==> src/rtl/dmem_arbiter_pkg.sv <==
// Shared definitions for the two-port data-memory arbiter.
//   state_t      : sequencer states (3-bit encoding)
//   PORT0/PORT1  : requester ids as stored in the grant/port registers
//   DEF_TIMEOUT  : default bound on cycles spent waiting for the memory
//   SM_W         : width of the access size/sign code
package dmem_arbiter_pkg;

  typedef enum logic [2:0] {
    S_IDLE     = 3'd0,
    S_ISSUE    = 3'd1,
    S_STALL_HI = 3'd2,
    S_STALL_LO = 3'd3,
    S_DONE     = 3'd4
  } state_t;

  localparam logic PORT0       = 1'b0;
  localparam logic PORT1       = 1'b1;
  localparam int   DEF_TIMEOUT = 15;
  localparam int   SM_W        = 3;

endpackage

==> src/rtl/dmem_arbiter_if.sv <==
// Bus bundle between the two requesters, the arbiter and the data memory.
//   m0_* / m1_*   : request side (req, we, addr, wdata, sign_mask in;
//                   done, rdata out of the arbiter)
//   err           : timeout flag, pulses together with done
//   mem_*         : memory port (addr, write data, sign mask, read/write
//                   strobes out of the arbiter; read data, stall in)
// Modports: slave = the arbiter's view, master = the surrounding system.
interface dmem_arbiter_if
  import dmem_arbiter_pkg::*;
#(
  parameter int ADDR_W = 14,
  parameter int DATA_W = 32
);
  logic              m0_req,       m1_req;
  logic              m0_we,        m1_we;
  logic [ADDR_W-1:0] m0_addr,      m1_addr;
  logic [DATA_W-1:0] m0_wdata,     m1_wdata;
  logic [SM_W-1:0]   m0_sign_mask, m1_sign_mask;
  logic              m0_done,      m1_done;
  logic [DATA_W-1:0] m0_rdata,     m1_rdata;
  logic              err;
  logic [ADDR_W-1:0] mem_addr;
  logic [DATA_W-1:0] mem_write_data;
  logic [SM_W-1:0]   mem_sign_mask;
  logic              mem_memread;
  logic              mem_memwrite;
  logic [DATA_W-1:0] mem_read_data;
  logic              mem_clk_stall;

  modport slave (
    input  m0_req, m1_req, m0_we, m1_we, m0_addr, m1_addr,
           m0_wdata, m1_wdata, m0_sign_mask, m1_sign_mask,
           mem_read_data, mem_clk_stall,
    output m0_done, m1_done, m0_rdata, m1_rdata, err,
           mem_addr, mem_write_data, mem_sign_mask, mem_memread, mem_memwrite
  );

  modport master (
    output m0_req, m1_req, m0_we, m1_we, m0_addr, m1_addr,
           m0_wdata, m1_wdata, m0_sign_mask, m1_sign_mask,
           mem_read_data, mem_clk_stall,
    input  m0_done, m1_done, m0_rdata, m1_rdata, err,
           mem_addr, mem_write_data, mem_sign_mask, mem_memread, mem_memwrite
  );
endinterface

==> src/rtl/dmem_arbiter_rr_arb2.sv <==
// Two-way round-robin grant logic (purely combinational).
//   i_req[1:0]   : request per port
//   i_last_grant : port that won the previous arbitration
//   i_enable     : grants are only issued while high
//   o_grant[1:0] : one-hot grant, all zero when disabled or idle
module rr_arb2 (
  input  logic [1:0] i_req,
  input  logic       i_last_grant,
  input  logic       i_enable,
  output logic [1:0] o_grant
);
  always_comb begin
    // NOTE: default assigned first so every path drives o_grant; no latch.
    o_grant = 2'b00;
    if (i_enable) begin
      unique case (i_req)
        2'b01:   o_grant = 2'b01;
        2'b10:   o_grant = 2'b10;
        // Tie: the port that did not win last time goes next.
        2'b11:   o_grant = i_last_grant ? 2'b01 : 2'b10;
        default: o_grant = 2'b00;
      endcase
    end
  end
endmodule

==> src/rtl/dmem_arbiter.sv <==
// Shares one data-memory port between the load/store unit (port 0) and an
// auxiliary master (port 1). One transaction in flight; round-robin grant;
// drives a one-cycle strobe, waits for stall to rise then fall, returns
// read data with a one-cycle done pulse. A stuck memory is cut off after
// TIMEOUT stall-wait cycles with err and zeroed read data.
//   clk, rst_n : clock, synchronous active-low reset
//   bus        : dmem_arbiter_if.slave (requesters and memory port)
// All outputs come straight from registers.
module dmem_arbiter
  import dmem_arbiter_pkg::*;
#(
  parameter int ADDR_W  = 14,
  parameter int DATA_W  = 32,
  parameter int TIMEOUT = DEF_TIMEOUT
)(
  input  logic           clk,
  input  logic           rst_n,
  dmem_arbiter_if.slave  bus
);
  localparam int             CNT_W = $clog2(TIMEOUT + 1);
  localparam logic [CNT_W:0] L_TMO = TIMEOUT[CNT_W:0];

  state_t            r_state, w_state_next;
  logic              r_last_grant, r_port, r_we;
  logic [ADDR_W-1:0] r_addr;
  logic [DATA_W-1:0] r_wdata, r_rdata0, r_rdata1;
  logic [SM_W-1:0]   r_sign_mask;
  logic [CNT_W-1:0]  r_cnt;
  logic              r_memread, r_memwrite, r_done0, r_done1, r_err;

  logic [1:0]        w_grant;
  logic              w_sel, w_timeout;
  logic [CNT_W:0]    w_cnt_inc;

  rr_arb2 u_arb (
    .i_req        ({bus.m1_req, bus.m0_req}),
    .i_last_grant (r_last_grant),
    // Holding off while stall is high lets a pre-reset access drain.
    .i_enable     ((r_state == S_IDLE) && !bus.mem_clk_stall),
    .o_grant      (w_grant)
  );

  assign w_sel = w_grant[1];

  always_comb begin
    w_state_next = r_state;
    w_timeout    = 1'b0;
    w_cnt_inc    = {1'b0, r_cnt} + {{CNT_W{1'b0}}, 1'b1};
    unique case (r_state)
      S_IDLE:  if (|w_grant) w_state_next = S_ISSUE;
      S_ISSUE: w_state_next = S_STALL_HI;
      // Timeout wins here so the counter can never run past TIMEOUT.
      S_STALL_HI: begin
        if (w_cnt_inc >= L_TMO) begin
          w_state_next = S_DONE;
          w_timeout    = 1'b1;
        end else if (bus.mem_clk_stall) begin
          w_state_next = S_STALL_LO;
        end
      end
      // A completion landing on the timeout edge is honoured as normal.
      S_STALL_LO: begin
        if (!bus.mem_clk_stall) begin
          w_state_next = S_DONE;
        end else if (w_cnt_inc >= L_TMO) begin
          w_state_next = S_DONE;
          w_timeout    = 1'b1;
        end
      end
      S_DONE:  w_state_next = S_IDLE;
      default: w_state_next = S_IDLE;
    endcase
  end

  always_ff @(posedge clk) begin
    // NOTE: non-blocking assignments throughout so every register samples
    // pre-edge values regardless of statement order.
    if (!rst_n) begin
      r_state      <= S_IDLE;
      r_last_grant <= PORT1;
      r_port       <= PORT0;
      r_we         <= 1'b0;
      r_addr       <= '0;
      r_wdata      <= '0;
      r_sign_mask  <= '0;
      r_cnt        <= '0;
      r_rdata0     <= '0;
      r_rdata1     <= '0;
      r_memread    <= 1'b0;
      r_memwrite   <= 1'b0;
      r_done0      <= 1'b0;
      r_done1      <= 1'b0;
      r_err        <= 1'b0;
    end else begin
      r_state    <= w_state_next;
      r_memread  <= 1'b0;
      r_memwrite <= 1'b0;
      r_done0    <= 1'b0;
      r_done1    <= 1'b0;
      r_err      <= 1'b0;

      if (|w_grant) begin
        r_port       <= w_sel;
        r_last_grant <= w_sel;
        r_we         <= w_sel ? bus.m1_we        : bus.m0_we;
        r_addr       <= w_sel ? bus.m1_addr      : bus.m0_addr;
        r_wdata      <= w_sel ? bus.m1_wdata     : bus.m0_wdata;
        r_sign_mask  <= w_sel ? bus.m1_sign_mask : bus.m0_sign_mask;
        r_memread    <= w_sel ? !bus.m1_we       : !bus.m0_we;
        r_memwrite   <= w_sel ? bus.m1_we        : bus.m0_we;
      end

      if (r_state == S_ISSUE)
        r_cnt <= '0;
      else if (r_state == S_STALL_HI || r_state == S_STALL_LO)
        r_cnt <= w_cnt_inc[CNT_W-1:0];

      // Only the stall states lead to DONE, so this fires once per access.
      if (w_state_next == S_DONE) begin
        r_done0 <= (r_port == PORT0);
        r_done1 <= (r_port == PORT1);
        r_err   <= w_timeout;
        if (w_timeout) begin
          if (r_port == PORT1) r_rdata1 <= '0;
          else                 r_rdata0 <= '0;
        end else if (!r_we) begin
          if (r_port == PORT1) r_rdata1 <= bus.mem_read_data;
          else                 r_rdata0 <= bus.mem_read_data;
        end
      end
    end
  end

  assign bus.m0_done        = r_done0;
  assign bus.m1_done        = r_done1;
  assign bus.m0_rdata       = r_rdata0;
  assign bus.m1_rdata       = r_rdata1;
  assign bus.err            = r_err;
  assign bus.mem_addr       = r_addr;
  assign bus.mem_write_data = r_wdata;
  assign bus.mem_sign_mask  = r_sign_mask;
  assign bus.mem_memread    = r_memread;
  assign bus.mem_memwrite   = r_memwrite;
endmodule
==> src/flat_wrapper.sv <==
// flat-port wrapper written by rule: the top's interface ports become plain ports
module dmem_arbiter_flat import dmem_arbiter_pkg::*;
#(
  parameter int ADDR_W  = 14,
  parameter int DATA_W  = 32,
  parameter int TIMEOUT = DEF_TIMEOUT
)
  (clk, rst_n, bus_m0_req, bus_m1_req, bus_m0_we, bus_m1_we, bus_m0_addr, bus_m1_addr, bus_m0_wdata, bus_m1_wdata, bus_m0_sign_mask, bus_m1_sign_mask, bus_mem_read_data, bus_mem_clk_stall, bus_m0_done, bus_m1_done, bus_m0_rdata, bus_m1_rdata, bus_err, bus_mem_addr, bus_mem_write_data, bus_mem_sign_mask, bus_mem_memread, bus_mem_memwrite);
  dmem_arbiter_if #(.ADDR_W(ADDR_W), .DATA_W(DATA_W)) bus_i ();
  input  logic clk;
  input  logic rst_n;
  input wire logic [$bits(bus_i.m0_req)-1:0] bus_m0_req;
  input wire logic [$bits(bus_i.m1_req)-1:0] bus_m1_req;
  input wire logic [$bits(bus_i.m0_we)-1:0] bus_m0_we;
  input wire logic [$bits(bus_i.m1_we)-1:0] bus_m1_we;
  input wire logic [$bits(bus_i.m0_addr)-1:0] bus_m0_addr;
  input wire logic [$bits(bus_i.m1_addr)-1:0] bus_m1_addr;
  input wire logic [$bits(bus_i.m0_wdata)-1:0] bus_m0_wdata;
  input wire logic [$bits(bus_i.m1_wdata)-1:0] bus_m1_wdata;
  input wire logic [$bits(bus_i.m0_sign_mask)-1:0] bus_m0_sign_mask;
  input wire logic [$bits(bus_i.m1_sign_mask)-1:0] bus_m1_sign_mask;
  input wire logic [$bits(bus_i.mem_read_data)-1:0] bus_mem_read_data;
  input wire logic [$bits(bus_i.mem_clk_stall)-1:0] bus_mem_clk_stall;
  output wire logic [$bits(bus_i.m0_done)-1:0] bus_m0_done;
  output wire logic [$bits(bus_i.m1_done)-1:0] bus_m1_done;
  output wire logic [$bits(bus_i.m0_rdata)-1:0] bus_m0_rdata;
  output wire logic [$bits(bus_i.m1_rdata)-1:0] bus_m1_rdata;
  output wire logic [$bits(bus_i.err)-1:0] bus_err;
  output wire logic [$bits(bus_i.mem_addr)-1:0] bus_mem_addr;
  output wire logic [$bits(bus_i.mem_write_data)-1:0] bus_mem_write_data;
  output wire logic [$bits(bus_i.mem_sign_mask)-1:0] bus_mem_sign_mask;
  output wire logic [$bits(bus_i.mem_memread)-1:0] bus_mem_memread;
  output wire logic [$bits(bus_i.mem_memwrite)-1:0] bus_mem_memwrite;
  assign bus_i.m0_req = bus_m0_req;
  assign bus_i.m1_req = bus_m1_req;
  assign bus_i.m0_we = bus_m0_we;
  assign bus_i.m1_we = bus_m1_we;
  assign bus_i.m0_addr = bus_m0_addr;
  assign bus_i.m1_addr = bus_m1_addr;
  assign bus_i.m0_wdata = bus_m0_wdata;
  assign bus_i.m1_wdata = bus_m1_wdata;
  assign bus_i.m0_sign_mask = bus_m0_sign_mask;
  assign bus_i.m1_sign_mask = bus_m1_sign_mask;
  assign bus_i.mem_read_data = bus_mem_read_data;
  assign bus_i.mem_clk_stall = bus_mem_clk_stall;
  assign bus_m0_done = bus_i.m0_done;
  assign bus_m1_done = bus_i.m1_done;
  assign bus_m0_rdata = bus_i.m0_rdata;
  assign bus_m1_rdata = bus_i.m1_rdata;
  assign bus_err = bus_i.err;
  assign bus_mem_addr = bus_i.mem_addr;
  assign bus_mem_write_data = bus_i.mem_write_data;
  assign bus_mem_sign_mask = bus_i.mem_sign_mask;
  assign bus_mem_memread = bus_i.mem_memread;
  assign bus_mem_memwrite = bus_i.mem_memwrite;
  dmem_arbiter #(.ADDR_W(ADDR_W), .DATA_W(DATA_W), .TIMEOUT(TIMEOUT)) u_core (.clk(clk), .rst_n(rst_n), .bus(bus_i));
endmodule
==> config.mk <==
export PLATFORM = sky130hd
export DESIGN_NAME = dmem_arbiter_flat
export DESIGN_NICKNAME = d
export VERILOG_FILES = /design/src/rtl/dmem_arbiter_pkg.sv /design/src/rtl/dmem_arbiter_if.sv /design/src/rtl/dmem_arbiter_rr_arb2.sv /design/src/rtl/dmem_arbiter.sv /design/src/flat_wrapper.sv
export SDC_FILE = /design/constraint.sdc
export NUM_CORES = 1
export LEC_CHECK = 0
export CAP_MARGIN = 10
export CORE_MARGIN = 1
export CORE_UTILIZATION = 43
export CTS_BUF_LIST = sky130_fd_sc_hd__clkbuf_4 sky130_fd_sc_hd__clkbuf_8
export CTS_CLUSTER_SIZE = 20
export DETAILED_ROUTE_END_ITERATION = 6
export GPL_TIMING_DRIVEN = 0
export PLACE_DENSITY = 0.81
export SYNTH_ARGS = -nofsm -noshare
export SYNTH_HDL_FRONTEND = slang
export SYNTH_SLANG_ARGS = --single-unit
==> constraint.sdc <==
create_clock -name clk -period 2.06 [get_ports clk]
set_input_delay 0.412 -clock clk [delete_from_list [all_inputs] [get_ports clk]]
set_output_delay 0.412 -clock clk [all_outputs]
set_load 0.01 [all_outputs]
---- Word level (Yosys, flattened, before mapping) ----
Index checks and enable logic that the tools add are counted.
word-level totals
  flip-flop bits (word level) ............. 128
  input bits .............................. 137
  word-level logic and storage cells ...... 64
operators by class
  $add $sub $neg .......................... 1
  order comparisons ....................... 1
  equality and inequality tests ........... 8
  multiplexer cells ....................... 25
  bitwise gates (word level) .............. 2
  reductions and logical operators ........ 12
operators by type and width
  operator               number
  $mux W32               9
  $mux W3                6
  $mux W14               1
  $pmux W3 S4            1
  $eq A3 B2 Y1 const B   2
  $pmux W2 S3            1
  $reduce_and A3 Y1      2
  $add A4 B1 Y5 const B  1
  $ge A5 B4 Y1 const B   1
  $eq A2 B2 Y1 const B   2
  $mux W1                4
  $mux W2                2
  $reduce_and A2 Y1      2
  $reduce_or A2 Y1       2
  $eq A3 B1 Y1 const B   1
  $eq A3 B3 Y1 const B   1
  $logic_not A1 Y1       3
  $logic_not A3 Y1       1
  $eq A2 B1 Y1 const B   1
  $ne A2 B2 Y1 const B   1
  $not A1 Y1             2
  $pmux W1 S2            1
  $logic_and A1 B1 Y1    1
  $logic_or A1 B1 Y1     1

---- Logic depth before layout (Yosys ltp) ----
Gate-level depths: netlist of the first run.
  depth after elaboration ................. 8
  mapped depth ............................ 8

---- Modules after synthesis ----
A second synthesis of the first run with hierarchy kept.
second synthesis, totals
  cells, all modules ...................... 592
  area, all modules ....................... 5260.0 µm²
by module, submodules not included
  module        instances  cells an instance  area an instance (µm²)  seq. area each (µm²)
  dmem_arbiter  1          587                5238.8                  2562.5
  rr_arb2       1          5                  21.3                    0.0

---- Worst setup path after synthesis of the first run ----
Ideal clock, no wire load.
  path kind ............................... reg-to-reg
  from .................................... register u_core.r_cnt[0]
  to ...................................... register u_core.r_rdata1[28], in the netlist u_core.bus.m1_rdata[28]
  library setup time ...................... 0.148 ns
  arrival time ............................ 1.659 ns
  data required time ...................... 1.912 ns
  path slack .............................. 0.253 ns
  stages on the path, launching flop included .. 8
  path through ............................ dfxtp_1 inv_1 ha_1 o21bai_1 o211ai_1 nand3_1 clkbuf_1 a311oi_2
on the way
  longest elaborated chain between the ends .. 7
  elaborated cells between the ends (all ways) .. 13
  those cells by class .................... add/sub (1); order compare (1); eq/ne (2); mux (8); reduce/logical (1)
RTL lines
  element                                       RTL line                                source
  start, declared                               dmem_arbiter.sv:28                      logic [CNT_W-1:0] r_cnt;
  start signal, assigned                        dmem_arbiter.sv:116                     r_cnt <= w_cnt_inc[CNT_W-1:0];
  $add A4 B1 Y5 *                               dmem_arbiter.sv:48                      w_cnt_inc = {1'b0, r_cnt} + {{CNT_W{1'b0}}, 1'b1};
  via u_core.w_cnt_inc[0]                       dmem_arbiter.sv:33                      logic [CNT_W:0] w_cnt_inc;
  $ge A5 B4 Y1 *                                dmem_arbiter.sv:54, dmem_arbiter.sv:65
  $mux W3 or $mux W1 (tied branches)            dmem_arbiter.sv:65, dmem_arbiter.sv:54
  $mux W3 or $mux W1 (tied branches)            dmem_arbiter.sv:63                      if (!bus.mem_clk_stall) begin
  $pmux W3 S4 or $pmux W1 S2 (tied branches)    dmem_arbiter.sv:49                      unique case (r_state)
  $eq A3 B3 Y1 or $ne A2 B2 Y1 (tied branches)  -
  $reduce_and A3 Y1 (no source line)            -
  end signal, assigned                          dmem_arbiter.sv:127                     if (r_port == PORT1) r_rdata1 <= bus.mem_read_data;
  end, declared                                 dmem_arbiter.sv:26                      logic [DATA_W-1:0] r_wdata, r_rdata0, r_rdata1;
The timed path passes the listed nets; every way through them passes the cells marked *.
A chain may end at the register's enable or synchronous reset.

---- Final worst setup path of the first run ----
  from .................................... input bus_mem_clk_stall
  to ...................................... register u_core.r_rdata1[22], in the netlist u_core.bus.m1_rdata[22]
on the way
  longest elaborated chain between the ends .. 8
  elaborated cells between the ends (all ways) .. 15
  those cells by class .................... eq/ne (2); mux (9); reduce/logical (4)
RTL lines
  element                             RTL line                    source
  start, declared                     flat_wrapper.sv:23          input wire logic [$bits(bus_i.mem_clk_stall)-1:0] bus_mem_clk_stall;
  $logic_not A1 Y1                    dmem_arbiter.sv:39          .i_enable ((r_state == S_IDLE) && !bus.mem_clk_stall),
  $logic_and A1 B1 Y1                 dmem_arbiter.sv:39
  $mux W2                             dmem_arbiter_rr_arb2.sv:15  if (i_enable) begin
  $reduce_or A2 Y1                    dmem_arbiter.sv:50          S_IDLE: if (|w_grant) w_state_next = S_ISSUE;
  $mux W3                             dmem_arbiter.sv:50
  $pmux W3 S4                         dmem_arbiter.sv:49
  $eq A3 B3 Y1                        dmem_arbiter.sv:119         if (w_state_next == S_DONE) begin
  $reduce_and A3 Y1 (no source line)  -
Parallel ways exist; a longest one is shown, timed or not.

==> results of run 1 <==
[registers in the layout, indices dropped and copies added, names as in the netlist, 3 cells and up]
register	flops
u_core.r_cnt	4
u_core.bus.mem_sign_mask	3
u_core.bus.mem_write_data	32
u_core.bus.mem_addr	14
u_core.bus.m1_rdata	32
u_core.r_state	3
u_core.bus.m0_rdata	32
[critical path: cells and delay by family]
family,cells,cell delay [ns]
and+or+nand+nor,1,0.16
AOI/OAI and AO/OA,2,0.56
buffers and inverters,2,1.13
[layer usage]
layer | routed length, um | vias up
met5 | 0 | -
met1 | 7840 | 2778
met4 | 365 | 0
li1 | - | 2742
met2 | 9800 | 244
met3 | 1710 | 32
[per-stage QoR]
stage                     worst slack [ns]  setup TNS, ns
after floorplan                      0.253              0
after global placement              -0.395         -24.68
after detailed placement            -0.429         -28.15
after CTS                           0.0144              0
after global routing               0.00444              0
final                               0.0763              0
[path summary, 6_finish.rpt]
check	slack (ns)	end	startpoint	cells after the start
setup / recovery	0.08	u_core.bus.m1_rdata[22]	bus_mem_clk_stall	5
setup reg to reg	0.12	u_core.bus.m0_rdata[25]	u_core.r_cnt[0]	8
hold / removal	0.50	u_core.bus.mem_write_data[27]	u_core.bus.mem_write_data[27]	2
hold reg to reg	0.50	u_core.bus.mem_write_data[27]	u_core.bus.mem_write_data[27]	2
[cells by family (layout without fill, tap and decap cells)]
family,Yosys count,after routing,share of synthesized area (%)
adders and majority gates,2,2,0.419
and+or+nand+nor,150,150,10.9
muxes,52,52,8.75
buffers and inverters,60,348,6.57
AOI/OAI and AO/OA,196,196,30.4
DFF,128,128,42.9
[cells in the final DEF, fill, tap and decap left out, types with 16 or more instances in the layout]
cell             instances
nand2_1                 70
nor2_1                  58
a211oi_2                16
buf_4                   17
a311oi_2                54
dfxtp_1                127
clkdlybuf4s50_1        254
mux2i_1                 50
a211oi_1                34
a21oi_1                 65
clkbuf_8                19
[cell type report]
class	instances	area, sq um	area share, %
Multi-Input combinational cell	400	3030	32.8
Sequential cell	128	2570	27.8
Timing Repair Buffer	256	2560	27.7
Buffer	56	380	4.12
Clock buffer	20	269	2.91
Tap cell	176	220	2.38
Clock inverter	12	206	2.23
Inverter	4	15.0	0.162
[power groups by stage]
stage,clock network [mW],logic [mW],registers [mW]
after floorplan,0,0.525,2.77
after global placement,0,1.21,2.73
after detailed placement,0,1.24,2.74
after CTS,2.57,1.25,2.68
after global routing,2.70,1.33,2.69
final,2.56,1.24,2.68
[what timing repair did]
action / in CTS / in global routing
gates resized for setup: 1 / 5
setup endpoints to repair: 50 / 71
buffers inserted: 1 / 1
pin swaps: 2 / 4
==> out/results.tsv, run 1 <==
metric	value	unit
clock latency on the worst-skew pair	0.44	ns
met1 Resource Use GR	30.3	%
DP Cell Count	1018	
Clock power frac	39.5	%
Seq cells post-synth	128	
Post-layout nets	1002	
Switching Share	26.3	%
Worst Tran Pin Value	0.750	ns
Synth Net Count	727	
CP max stage delay	0.66	ns
leak pwr	3.23	nW
NetSw	1.71	mW
endpoints failing setup	0	
gr busiest metal	met2	
Hold Vio Cnt, Final	0	
Synth top area share	42.9	%
total number of H-tree levels	4	
Yosys warning count	0	
Tmin final	1.98	ns
Max-slew headroom	50.0	%
maxcap violations	0	
Cell variety after synth	43	
via/cell ratio	5.51	
crit share post-route	96.3	%
Initial Util	44.6	%
RSZ-0062 raised after global routing	false	
Detail Route Antenna Nets	0	
CTS buffer count	17	
Max clock buf depth	2	
worst hold path class	register to register	
CTS clk-pin slew, worst paths	0.08	ns
Worst Path Required	2.34	ns
TritonCTS clock tree	built	
area leader, netlist	dfxtp_1	
final instance area	0.00924	sq mm
Finished Core Util	69.0	%
WHS	0.499	ns
die area	0.0144	sq mm
total number of vias	5796	
Post-Syn Area	0.00598	sq mm
Peak Freq	504	MHz
clock tree sinks	128	
count leader, synth	dfxtp_1	
met2 usage	48.5	%
CTS Hold Bufs	0	
Die X	120	um
non-filler cells, final	1052	
PD cells	701	mW/mm^2
routed len/inst	18.7	um
Slew Viols, Final	0	
Seq pwr share	41.4	%
core area	0.0134	sq mm
Worst Path Arrival	2.26	ns
Async S/R FF share, synth	0	%
list of most frequent post-synthesis cells	dfxtp_1, nand2_1, a21oi_1, nor2_1, a311oi_2	
wire length of the first global-routing pass	30600	um
CP max FO	10	
vias in the first global route	5894	
mean post-synth cell area	10.2	sq um
die height	120	um
GPL Wtd Cong	0.830	
first drt pass iteration count	7	
top post-synthesis cells by area	dfxtp_1, a311oi_2, mux2i_1	
Internal Pwr Total	4.78	mW
CP Launch Type	input port	
Post-DP HPWL	15100	um
Max VDD drop	426	uV
GRT overflow	0	
largest net degree at the start of global routing	17	
initial antenna violation count	0	
sequential element share of the synthesized area	42.9	%
1st-iter DRT viols	323	
IO Port Bufs	254	
Mapped Cells	588	
Comb power frac	19.2	%
Diodes inserted	0	
CP Cell Sequence	clkdlybuf4s50_1 -> nor2b_1 -> a21boi_2 -> clkbuf_1 -> a311oi_1	
Setup Crit Path Kind	input port to register	
number of flops mapped to enable cells by yosys	0	
Root Driver	clkbuf_8	
Overall Power	6.48	mW
run status	complete, no violations	
Slowest-stage cell, CP	clkdlybuf4s50_1	
Post-route DRC	0	
Post-DP Area	0.00874	sq mm
Rows	42	
Worst Clk Skew	0.00950	ns
GR Util met3	8.94	%
I/O pin cnt	255	
Fillers	1062	
Post-Route WL	19700	um
total global-route track usage	27.3	%
Layout Area Growth over Synthesis	54.6	%
Top FF cell, synth	dfxtp_1	
layout cells sized above 1	18.3	%
Critical Path Sink Type	register	
(Power assumes the default switching activity.)
==> run 2: changes to the inputs <==
--- a/config.mk
+++ b/config.mk
@@ -13,6 +13,7 @@
 export DETAILED_ROUTE_END_ITERATION = 6
 export GPL_TIMING_DRIVEN = 0
 export PLACE_DENSITY = 0.81
+export SLEW_MARGIN = 20
 export SYNTH_ARGS = -nofsm -noshare
 export SYNTH_HDL_FRONTEND = slang
 export SYNTH_SLANG_ARGS = --single-unit
==> results of run 2 <==
Same layout as run 1: the final DEF is identical, and so are final timing and power.
==> run 3: changes to the inputs <==
--- a/config.mk
+++ b/config.mk
@@ -13,7 +13,7 @@
 export DETAILED_ROUTE_END_ITERATION = 6
 export GPL_TIMING_DRIVEN = 0
 export PLACE_DENSITY = 0.81
-export SLEW_MARGIN = 20
+export SLEW_MARGIN = 40
 export SYNTH_ARGS = -nofsm -noshare
 export SYNTH_HDL_FRONTEND = slang
 export SYNTH_SLANG_ARGS = --single-unit
==> results of run 3 <==
Same layout as run 1: the final DEF is identical, and so are final timing and power.
